## src/rtl/tlp_xcvr_pkg.sv

```systemverilog
// Shared types for the FPGA->CPU TLP transmit path.
package tlp_xcvr_pkg;

   typedef logic [63:0] uint64;

   typedef enum logic {
      IDLE   = 1'b0,
      LOCKED = 1'b1
   } ArbState;

   // One transmit beat: 64-bit payload plus packet framing (66 bits).
   typedef struct packed {
      uint64 data;
      logic  sop;
      logic  eop;
   } TxBeat;

   // Completions (requester 0) are strict priority by default.
   localparam logic [2:0] DEFAULT_HIPRI_MASK = 3'b001;

   // (a + b) mod n for a, b < n, without a divider.
   function automatic int unsigned wrapAdd(input int unsigned a,
                                           input int unsigned b,
                                           input int unsigned n);
      int unsigned s;
      s = a + b;
      if (s >= n) s = s - n;
      return s;
   endfunction

endpackage

```

## src/rtl/tlp_tx_skid.sv

```systemverilog
// Two-entry TxBeat buffer; the head entry drives the transmit outputs directly.
module tlp_tx_skid
   import tlp_xcvr_pkg::*;
(
   input  logic  sysClk,
   input  logic  reset,
   input  logic  push,
   input  TxBeat pushBeat,
   input  logic  pop,
   output TxBeat headBeat,
   output logic  full,
   output logic  empty
);

   TxBeat      mem [2];
   logic       wrPtr;
   logic       rdPtr;
   logic [1:0] count;
   logic       doPush;
   logic       doPop;

   assign full     = (count == 2'd2);
   assign empty    = (count == 2'd0);
   assign doPush   = push & ~full;
   assign doPop    = pop & ~empty;
   assign headBeat = mem[rdPtr];

   // Storage, pointers and occupancy; the head only moves on a pop, so it is stable while stalled.
   always_ff @(posedge sysClk) begin
      if (reset) begin
         mem   <= '{default: '0};
         wrPtr <= 1'b0;
         rdPtr <= 1'b0;
         count <= 2'd0;
      end else begin
         if (doPush) begin
            mem[wrPtr] <= pushBeat;
            wrPtr      <= ~wrPtr;
         end
         if (doPop) rdPtr <= ~rdPtr;
         case ({doPush, doPop})
            2'b10:   count <= count + 2'd1;
            2'b01:   count <= count - 2'd1;
            default: count <= count;
         endcase
      end
   end

endmodule

```

## src/rtl/tlp_tx_arb.sv

```systemverilog
// Packet-granular arbiter for the 64-bit TLP transmit stream: strict priority
// for HIPRI requesters, round-robin for the rest, no interleaving within a packet.
module tlp_tx_arb
   import tlp_xcvr_pkg::*;
#(
   parameter int unsigned         NUM_REQ    = 3,
   parameter logic [NUM_REQ-1:0]  HIPRI_MASK = NUM_REQ'(DEFAULT_HIPRI_MASK)
)(
   input  logic                      clk_in,
   input  logic                      reset_in,
   input  logic [NUM_REQ-1:0][63:0]  reqData_in,
   input  logic [NUM_REQ-1:0]        reqValid_in,
   input  logic [NUM_REQ-1:0]        reqSOP_in,
   input  logic [NUM_REQ-1:0]        reqEOP_in,
   output logic [NUM_REQ-1:0]        reqReady_out,
   output logic [63:0]               txData_out,
   output logic                      txValid_out,
   output logic                      txSOP_out,
   output logic                      txEOP_out,
   input  logic                      txReady_in,
   output logic [NUM_REQ-1:0]        grant_out,
   output logic                      protoErr_out
);

   localparam int unsigned PTR_W = (NUM_REQ > 1) ? $clog2(NUM_REQ) : 1;

   ArbState              state;
   logic [PTR_W-1:0]     rrPtr;
   logic [PTR_W-1:0]     ownerIdx;
   logic [NUM_REQ-1:0]   ownerOh;
   logic                 protoErr;

   logic [NUM_REQ-1:0]   eligible;
   logic                 winFound;
   logic [PTR_W-1:0]     winIdx;
   logic [PTR_W-1:0]     rrIdx;
   logic [NUM_REQ-1:0]   winOh;
   logic                 winHi;

   logic [PTR_W-1:0]     selIdx;
   logic                 push;
   logic                 pop;
   TxBeat                pushBeat;
   TxBeat                headBeat;
   logic                 bufFull;
   logic                 bufEmpty;

   // IDLE arbitration: lowest-index HIPRI SOP first, else cyclic search from rrPtr over the rest.
   always_comb begin
      eligible = reqValid_in & reqSOP_in;
      winFound = 1'b0;
      winIdx   = '0;
      rrIdx    = '0;
      for (int unsigned i = 0; i < NUM_REQ; i++) begin
         if (!winFound && eligible[PTR_W'(i)] && HIPRI_MASK[PTR_W'(i)]) begin
            winFound = 1'b1;
            winIdx   = PTR_W'(i);
         end
      end
      for (int unsigned k = 0; k < NUM_REQ; k++) begin
         rrIdx = PTR_W'(wrapAdd(32'(rrPtr), k, NUM_REQ));
         if (!winFound && eligible[rrIdx] && !HIPRI_MASK[rrIdx]) begin
            winFound = 1'b1;
            winIdx   = rrIdx;
         end
      end
      winOh = '0;
      if (winFound) winOh[winIdx] = 1'b1;
      winHi = HIPRI_MASK[winIdx];
   end

   // Ready and grant: depend only on state, arbitration and buffer fullness, never on txReady_in.
   always_comb begin
      reqReady_out = '0;
      grant_out    = '0;
      if (!reset_in) begin
         grant_out = (state == LOCKED) ? ownerOh : winOh;
         if (!bufFull) reqReady_out = (state == LOCKED) ? ownerOh : winOh;
      end
   end

   assign selIdx   = (state == LOCKED) ? ownerIdx : winIdx;
   assign push     = |(reqReady_out & reqValid_in);
   assign pop      = txValid_out & txReady_in;
   assign pushBeat = '{data: reqData_in[selIdx], sop: reqSOP_in[selIdx], eop: reqEOP_in[selIdx]};

   // Packet ownership FSM, round-robin pointer and sticky protocol-error flag.
   always_ff @(posedge clk_in) begin
      if (reset_in) begin
         state    <= IDLE;
         rrPtr    <= '0;
         ownerIdx <= '0;
         ownerOh  <= '0;
         protoErr <= 1'b0;
      end else begin
         case (state)
            IDLE: begin
               if (push) begin
                  if (!reqEOP_in[winIdx]) begin
                     state    <= LOCKED;
                     ownerIdx <= winIdx;
                     ownerOh  <= winOh;
                  end
                  if (!winHi) rrPtr <= PTR_W'(wrapAdd(32'(winIdx), 1, NUM_REQ));
               end
            end
            LOCKED: begin
               if (push) begin
                  if (reqSOP_in[ownerIdx]) protoErr <= 1'b1;
                  if (reqEOP_in[ownerIdx]) begin
                     state   <= IDLE;
                     ownerOh <= '0;
                  end
               end
            end
            default: state <= IDLE;
         endcase
      end
   end

   tlp_tx_skid uSkid (
      .sysClk   (clk_in),
      .reset    (reset_in),
      .push     (push),
      .pushBeat (pushBeat),
      .pop      (pop),
      .headBeat (headBeat),
      .full     (bufFull),
      .empty    (bufEmpty)
   );

   assign txValid_out  = ~bufEmpty;
   assign txData_out   = headBeat.data;
   assign txSOP_out    = headBeat.sop & ~bufEmpty;
   assign txEOP_out    = headBeat.eop & ~bufEmpty;
   assign protoErr_out = protoErr;

endmodule

```

## config.mk

```make
export PLATFORM = sky130hd
export DESIGN_NAME = tlp_tx_arb
export DESIGN_NICKNAME = d
export VERILOG_FILES = /design/src/rtl/tlp_xcvr_pkg.sv /design/src/rtl/tlp_tx_skid.sv /design/src/rtl/tlp_tx_arb.sv
export SDC_FILE = /design/constraint.sdc
export NUM_CORES = 1
export LEC_CHECK = 0
export BUFFER_PORTS_ARGS = -buffer_cell sky130_fd_sc_hd__buf_2
export CELL_PAD_IN_SITES_DETAIL_PLACEMENT = 1
export CELL_PAD_IN_SITES_GLOBAL_PLACEMENT = 1
export CORE_MARGIN = 2
export CORE_UTILIZATION = 41
export DETAILED_ROUTE_END_ITERATION = 12
export PLACE_DENSITY_LB_ADDON = 0.2
export SLEW_MARGIN = 20
export SYNTH_ARGS = -nofsm -noshare
export SYNTH_HDL_FRONTEND = slang
export SYNTH_SLANG_ARGS = --single-unit
```

## constraint.sdc

```tcl
create_clock -name clk_in -period 10.04 [get_ports clk_in]
set_clock_uncertainty 0.05 [all_clocks]
set_input_delay 3.012 -clock clk_in [delete_from_list [all_inputs] [get_ports clk_in]]
set_output_delay 3.012 -clock clk_in [all_outputs]
set_load 0.1 [all_outputs]
```

==> results of run 1 <==
## cells in the final DEF (no fill, tap or decap), types with 4 or more instances in the layout
cell type,n
inv_1,11
clkbuf_16,18
o21ai_0,5
buf_4,7
nor2_1,13
nand2b_1,4
nand3_1,7
buf_2,277
a2bb2oi_1,66
ha_1,6
dfxtp_1,144
mux2i_1,206
nand2_1,144
a21oi_1,9
a31o_2,4
mux2_2,64
## how the worst max path moves through the flow
stage	startpoint	endpoint	cells past startpoint
floorplan	reqValid_in[1]	grant_out[0]	7
finish	reqValid_in[1]	reqReady_out[2]	9
global placement	reqValid_in[1]	reqReady_out[2]	9
CTS	reqValid_in[1]	reqReady_out[2]	9
global route	reqValid_in[1]	reqReady_out[2]	9
detailed placement	reqValid_in[1]	reqReady_out[2]	9
## metal layers
layer | track usage, % | vias up | part of all wire (%)
met4 | 5.84 | 0 | 1.3
met1 | 26.1 | 3274 | 44
li1 | - | 3351 | -
met3 | 4.54 | 26 | 5.3
met2 | 39.1 | 189 | 50
met5 | 0 | - | 0
## registers in the layout (all words and copies together) (netlist names)
signal / flops
uSkid.rdPtr: 1
ownerIdx: 2
state: 1
rrPtr: 2
uSkid.wrPtr: 1
ownerOh: 3
uSkid.count: 2
uSkid.mem: 132
protoErr_out: 1
## worst reg2reg max path: cells and delay by family, from the launching register on
kind	cells	cell delay (ps)
buf+inv	2	860
simple gates	4	1150
compound gates	5	1050
fa+ha+maj	2	680
mux	1	340
flops	1	360
## cell families after synthesis
logic type	Yosys count
compound gates	110
fa+ha+maj	6
mux	270
xor+xnor	3
buf+inv	73
simple gates	189
flops	145
## through the flow
stage | setup slack, ps | cells | hold WS (ps)
after floorplan | 1390 | 796 | 385
after global placement | 1890 | 1253 | 392
after detailed placement | 1860 | 1253 | 402
after CTS | 1850 | 1285 | 412
after global routing | 1620 | 1285 | 429
final | 1860 | 1285 | 406
## final cells by class
| type | instances | area (µm²) | area share (%) |
|---|---|---|---|
| sequential | 145 | 2910 | 29.3 |
| clock inverter | 11 | 125 | 1.26 |
| multi-input combinational | 578 | 4630 | 46.6 |
| tap | 234 | 293 | 2.95 |
| inverter | 12 | 47.5 | 0.479 |
| clock buffer | 21 | 492 | 4.95 |
| timing repair buffer | 284 | 1440 | 14.5 |
==> impl_metrics.toml, run 1 <==
[grt]
grt_pass1_vias = 7164
grt_max_degree = 75
grt_overflow_total = 0
grt_pass1_wl_mm = 35.2
antenna_found_initial = 0
gr-usage-all-layers_pct = 21.7

[cts]
cts_tree = "done"
clk_pin_slew_worst_paths_ps = 60
clockBufferDepth = 2
worstSkewPairLatency_ps = 420
ctsHtreeMaxLevel = 4
cts-root-buf = "clkbuf_16"
cts_buffers = 17
cts.repair.resized = 0
postCtsSetupBuffers = 0
cts.sink_count = 145
holdBufCountCts = 0

[synthesis]
ys_seq_area_share_pct = 36.9
yosys.area_share.simple_pct = 10.0
synth_area_um2 = 7870
synth_area_leader_cell = "dfxtp_1"
synth_top_area_share_pct = 36.9
syn-num-nets = 1006
ys_warn_count = 0
synthArstFlopShare_pct = 0
netlist_top_cells_area = "dfxtp_1 (37%), mux2i_1 (26%), mux2_2 (9.2%)"
avgSynthCellArea_um2 = 9.88
synth_compound_area_share_pct = 11.8
synth.area.mux_share_pct = 35.4
synthXorXnorAreaFrac_pct = 0.334
synthAdderAreaFrac_pct = 0.955
synth.most_common_cell = "mux2i_1"
synth-edff-count = 0
synth_top_family_by_area = "multiplexers"
synthCells = 796
yosys_register_bits = 145
synth_ff_type = "dfxtp_1"
ys_types = 51
ys_top_cells_by_count = "mux2i_1 (206), dfxtp_1 (145), nand2_1 (145), a2bb2oi_1 (66), mux2_2 (64)"

[worst_hold_path]
holdCritPathClass = "flop to flop"
min_to = "uSkid.mem[72]$_SDFFE_PP0P_"
hold_depth = 2
worstHoldStart = "uSkid.mem[72]$_SDFFE_PP0P_"

[timing]
hold_viol_final = 0
worst-slew-pin-transition_ps = 1010
max_freq_ghz = 0.122
period_share_pct = 81.5
rsz0062_at_grt = "no"
slew_headroom_pct = 32.5
slew_viol_final = 0
period_needed_ps = 8180
setup_tns_ps = 0
setup_violations = 0

[job]
drv_cap = 0

[route]
firstDrtPassIters = 4
drtIter0Drc = 186
wl_per_cell_um = 17.3
drt-total-wl_mm = 22.2
vias = 6840
drc_errors = 0
drtAntennaViolNets = 0
vias_per_cell = 5.32

[place]
dp_hpwl_mm = 15.8
numPortBuffers = 277
place_congestion = 0.825
placed_area_um2 = 9320

[critical_path]
r2r-end = "uSkid.mem[87]$_SDFFE_PP0P_"
crit_chain = "buf_2, and3b_1, a2111oi_0, a211o_2, or2_1, ha_1, a22oi_1, nor2_1, buf_2"
end_kind = "output port"
worstPathArrival_ps = 5120
crit_path_frequent_cell = "buf_2"
worstRegToRegCells = 14
cp.required_ps = 6980
cp_top_family = "compound AO/OA/AOI/OAI gates"
worstReg2RegStart = "rrPtr[0]$_SDFFE_PP0P_"
worst-r2r-setup-slack_ps = 5470
critPathSlowestCell = "buf_2"
path_max_fanout = 6
cpPeakStageDelay_ps = 430
worstSetupPathType = "input port to output port"
cp_num_buf_inv = 2
critPathLaunchType = "input port"

[final_layout]
stdcell_area_um2 = 9940
layout-drive-gt1-share_pct = 37.6
fillerInstances = 2235
area_growth_pct = 26.3
nets = 1248
post-route-util_pct = 52.9
diodes = 0

[floorplan]
row_count = 50
die_h_um = 143
num_io_pins = 278
dieArea_um2 = 20300
start_util_pct = 41.9
fp.coreArea_um2 = 18800
die_w_um = 143

[outcome]
outcome = "finished clean"
Power of run 1 is not shown: default switching activity piles up to over one toggle a cycle in this logic, so the estimate is an artifact.
==> run 2, diff against run 1 <==
CORE_UTILIZATION = 34   (was 41)
clock period = 7.21 ns   (was 10.04 ns; I/O delays follow)
==> run 2 against run 1 <==
  * Setup slack worse by 1200 ps
  * Worst hold slack hardly changed
  * Design area is 0.39% higher
  * Via count is 1.4% lower
  * Clock-buffer cell count is 3 lower
  * Highest routed layer unchanged
  * Core utilization is 8.9 points lower
  * Register-to-register slack worse by 2800 ps
==> impl_metrics.toml, run 2 (synthesized netlist as in run 1, its figures left out) <==
[final_layout]
max_flop_register = "uSkid.mem"
final_common_cell = "buf_2"
post-route-util_pct = 44.1
area_growth_pct = 26.8
diodes = 0
fillerInstances = 2662
stdcell_area_um2 = 9970
multiInputGateArea_um2 = 4630
largest_reg_flops = 132
nets = 1249
register_area_um2 = 2910
reg.largest.list = "uSkid.mem x132, ownerOh x3"
most-common-layout-cells = "buf_2 (277), mux2i_1 (206), nand2_1 (144), dfxtp_1 (144), a2bb2oi_1 (66)"
layout-drive-gt1-share_pct = 37.6

[critical_path]
cpPeakStageDelay_ps = 430
critPathLaunchType = "input port"
critPathSlowestCell = "buf_2"
crit_chain = "buf_2, and3b_1, a2111oi_0, a211o_2, or2_1, ha_1, a22oi_1, nor2_1, buf_2"
worstRegToRegCells = 14
worstSetupPathType = "input port to output port"
path_max_fanout = 6
worstPathArrival_ps = 4310
cp.required_ps = 5000
crit_path_frequent_cell = "buf_2"
end_kind = "output port"

[cts]
holdBufCountCts = 0
cts_buffers = 17
worstSkewPairLatency_ps = 410
cts-root-buf = "clkbuf_16"
cts.repair.resized = 0
cts_tree = "done"
clk_pin_slew_worst_paths_ps = 60
postCtsSetupBuffers = 0
ctsHtreeMaxLevel = 4
clockBufferDepth = 2
cts.sink_count = 145

[timing]
period_share_pct = 90.5
setup_violations = 0
period_needed_ps = 6520
slew_viol_final = 0
rsz0062_at_grt = "no"
slew_headroom_pct = 29.9
worst-slew-pin-transition_ps = 1050
setup_tns_ps = 0
setup_ws_ps = 688
hold_viol_final = 0
max_freq_ghz = 0.153

[route]
drtAntennaViolNets = 0
drt-total-wl_mm = 22.9
firstDrtPassIters = 4
drc_errors = 0
drtIter0Drc = 152
vias_per_cell = 5.04
vias = 6741
wl_per_cell_um = 17.1

[place]
place_congestion = 0.819
placed_area_um2 = 9390
dp_hpwl_mm = 16.2
numPortBuffers = 277
place_ws_ps = 712

[grt]
antenna_found_initial = 0
grt_pass1_wl_mm = 36.3
grt_pass1_vias = 7078
grt_max_degree = 88
gr-usage-all-layers_pct = 18.6
grt_overflow_total = 0

[worst_hold_path]
hold_depth = 2
holdCritPathClass = "flop to flop"

[floorplan]
die_w_um = 156
fp.coreArea_um2 = 22600
num_io_pins = 278
dieArea_um2 = 24400
start_util_pct = 34.7
row_count = 55
die_h_um = 156

[job]
drv_cap = 0

[outcome]
outcome = "finished clean"
## run 2: changes by cell type in the layout (fill, tap and decap cells not counted), sizes merged
| cell | delta |
|---|---|
| buf | +1 |
| bufinv | -1 |
| clkbuf | -3 |
| clkinv | +1 |
| clkinvlp | -2 |
| inv | +5 |
## run 2: cell type report
cell class              count  share of cell area [%]
well taps                 285                    3.58
flip-flops and latches    145                    29.1
clock buffers              18                    4.40
inverters                  12                   0.477
multi-input cells         578                    46.5
repair buffers            285                    14.5
clock inverters            14                    1.46
## run 2: routing by layer
metal | GRT usage [%] | vias up | routed length (µm)
li1 | - | 3352 | -
met1 | 22.9 | 3203 | 10200
met2 | 32.8 | 175 | 11200
met3 | 4.61 | 11 | 1300
met4 | 3.89 | 0 | 187
met5 | 0 | - | 0
## run 2: stage by stage
stage	hold WS (ps)	cells
after floorplan	385	796
final	406	1337
after CTS	413	1337
after global routing	428	1337
after detailed placement	404	1305
after global placement	392	1305
## run 2: critical path, delay by kind of cell
kind                       cells  cell delay [ps]
AOI/OAI and AO/OA              3              770
and+or+nand+nor                3              570
buffers and inverters          2              560
adders and majority gates      1              240
## run 2: path summary, 6_finish.rpt
| check | from | endpoint | slack (ps) |
|---|---|---|---|
| max | reqValid_in[1] | reqReady_out[2] | 690 |
| min | uSkid.mem[105]$_SDFFE_PP0P_ | uSkid.mem[105]$_SDFFE_PP0P_ | 410 |
| max reg2reg | rrPtr[0]$_SDFFE_PP0P_ | uSkid.mem[126]$_SDFFE_PP0P_ | 2630 |
| min reg2reg | uSkid.mem[105]$_SDFFE_PP0P_ | uSkid.mem[105]$_SDFFE_PP0P_ | 410 |
Power of run 2 is left out for the same reason.
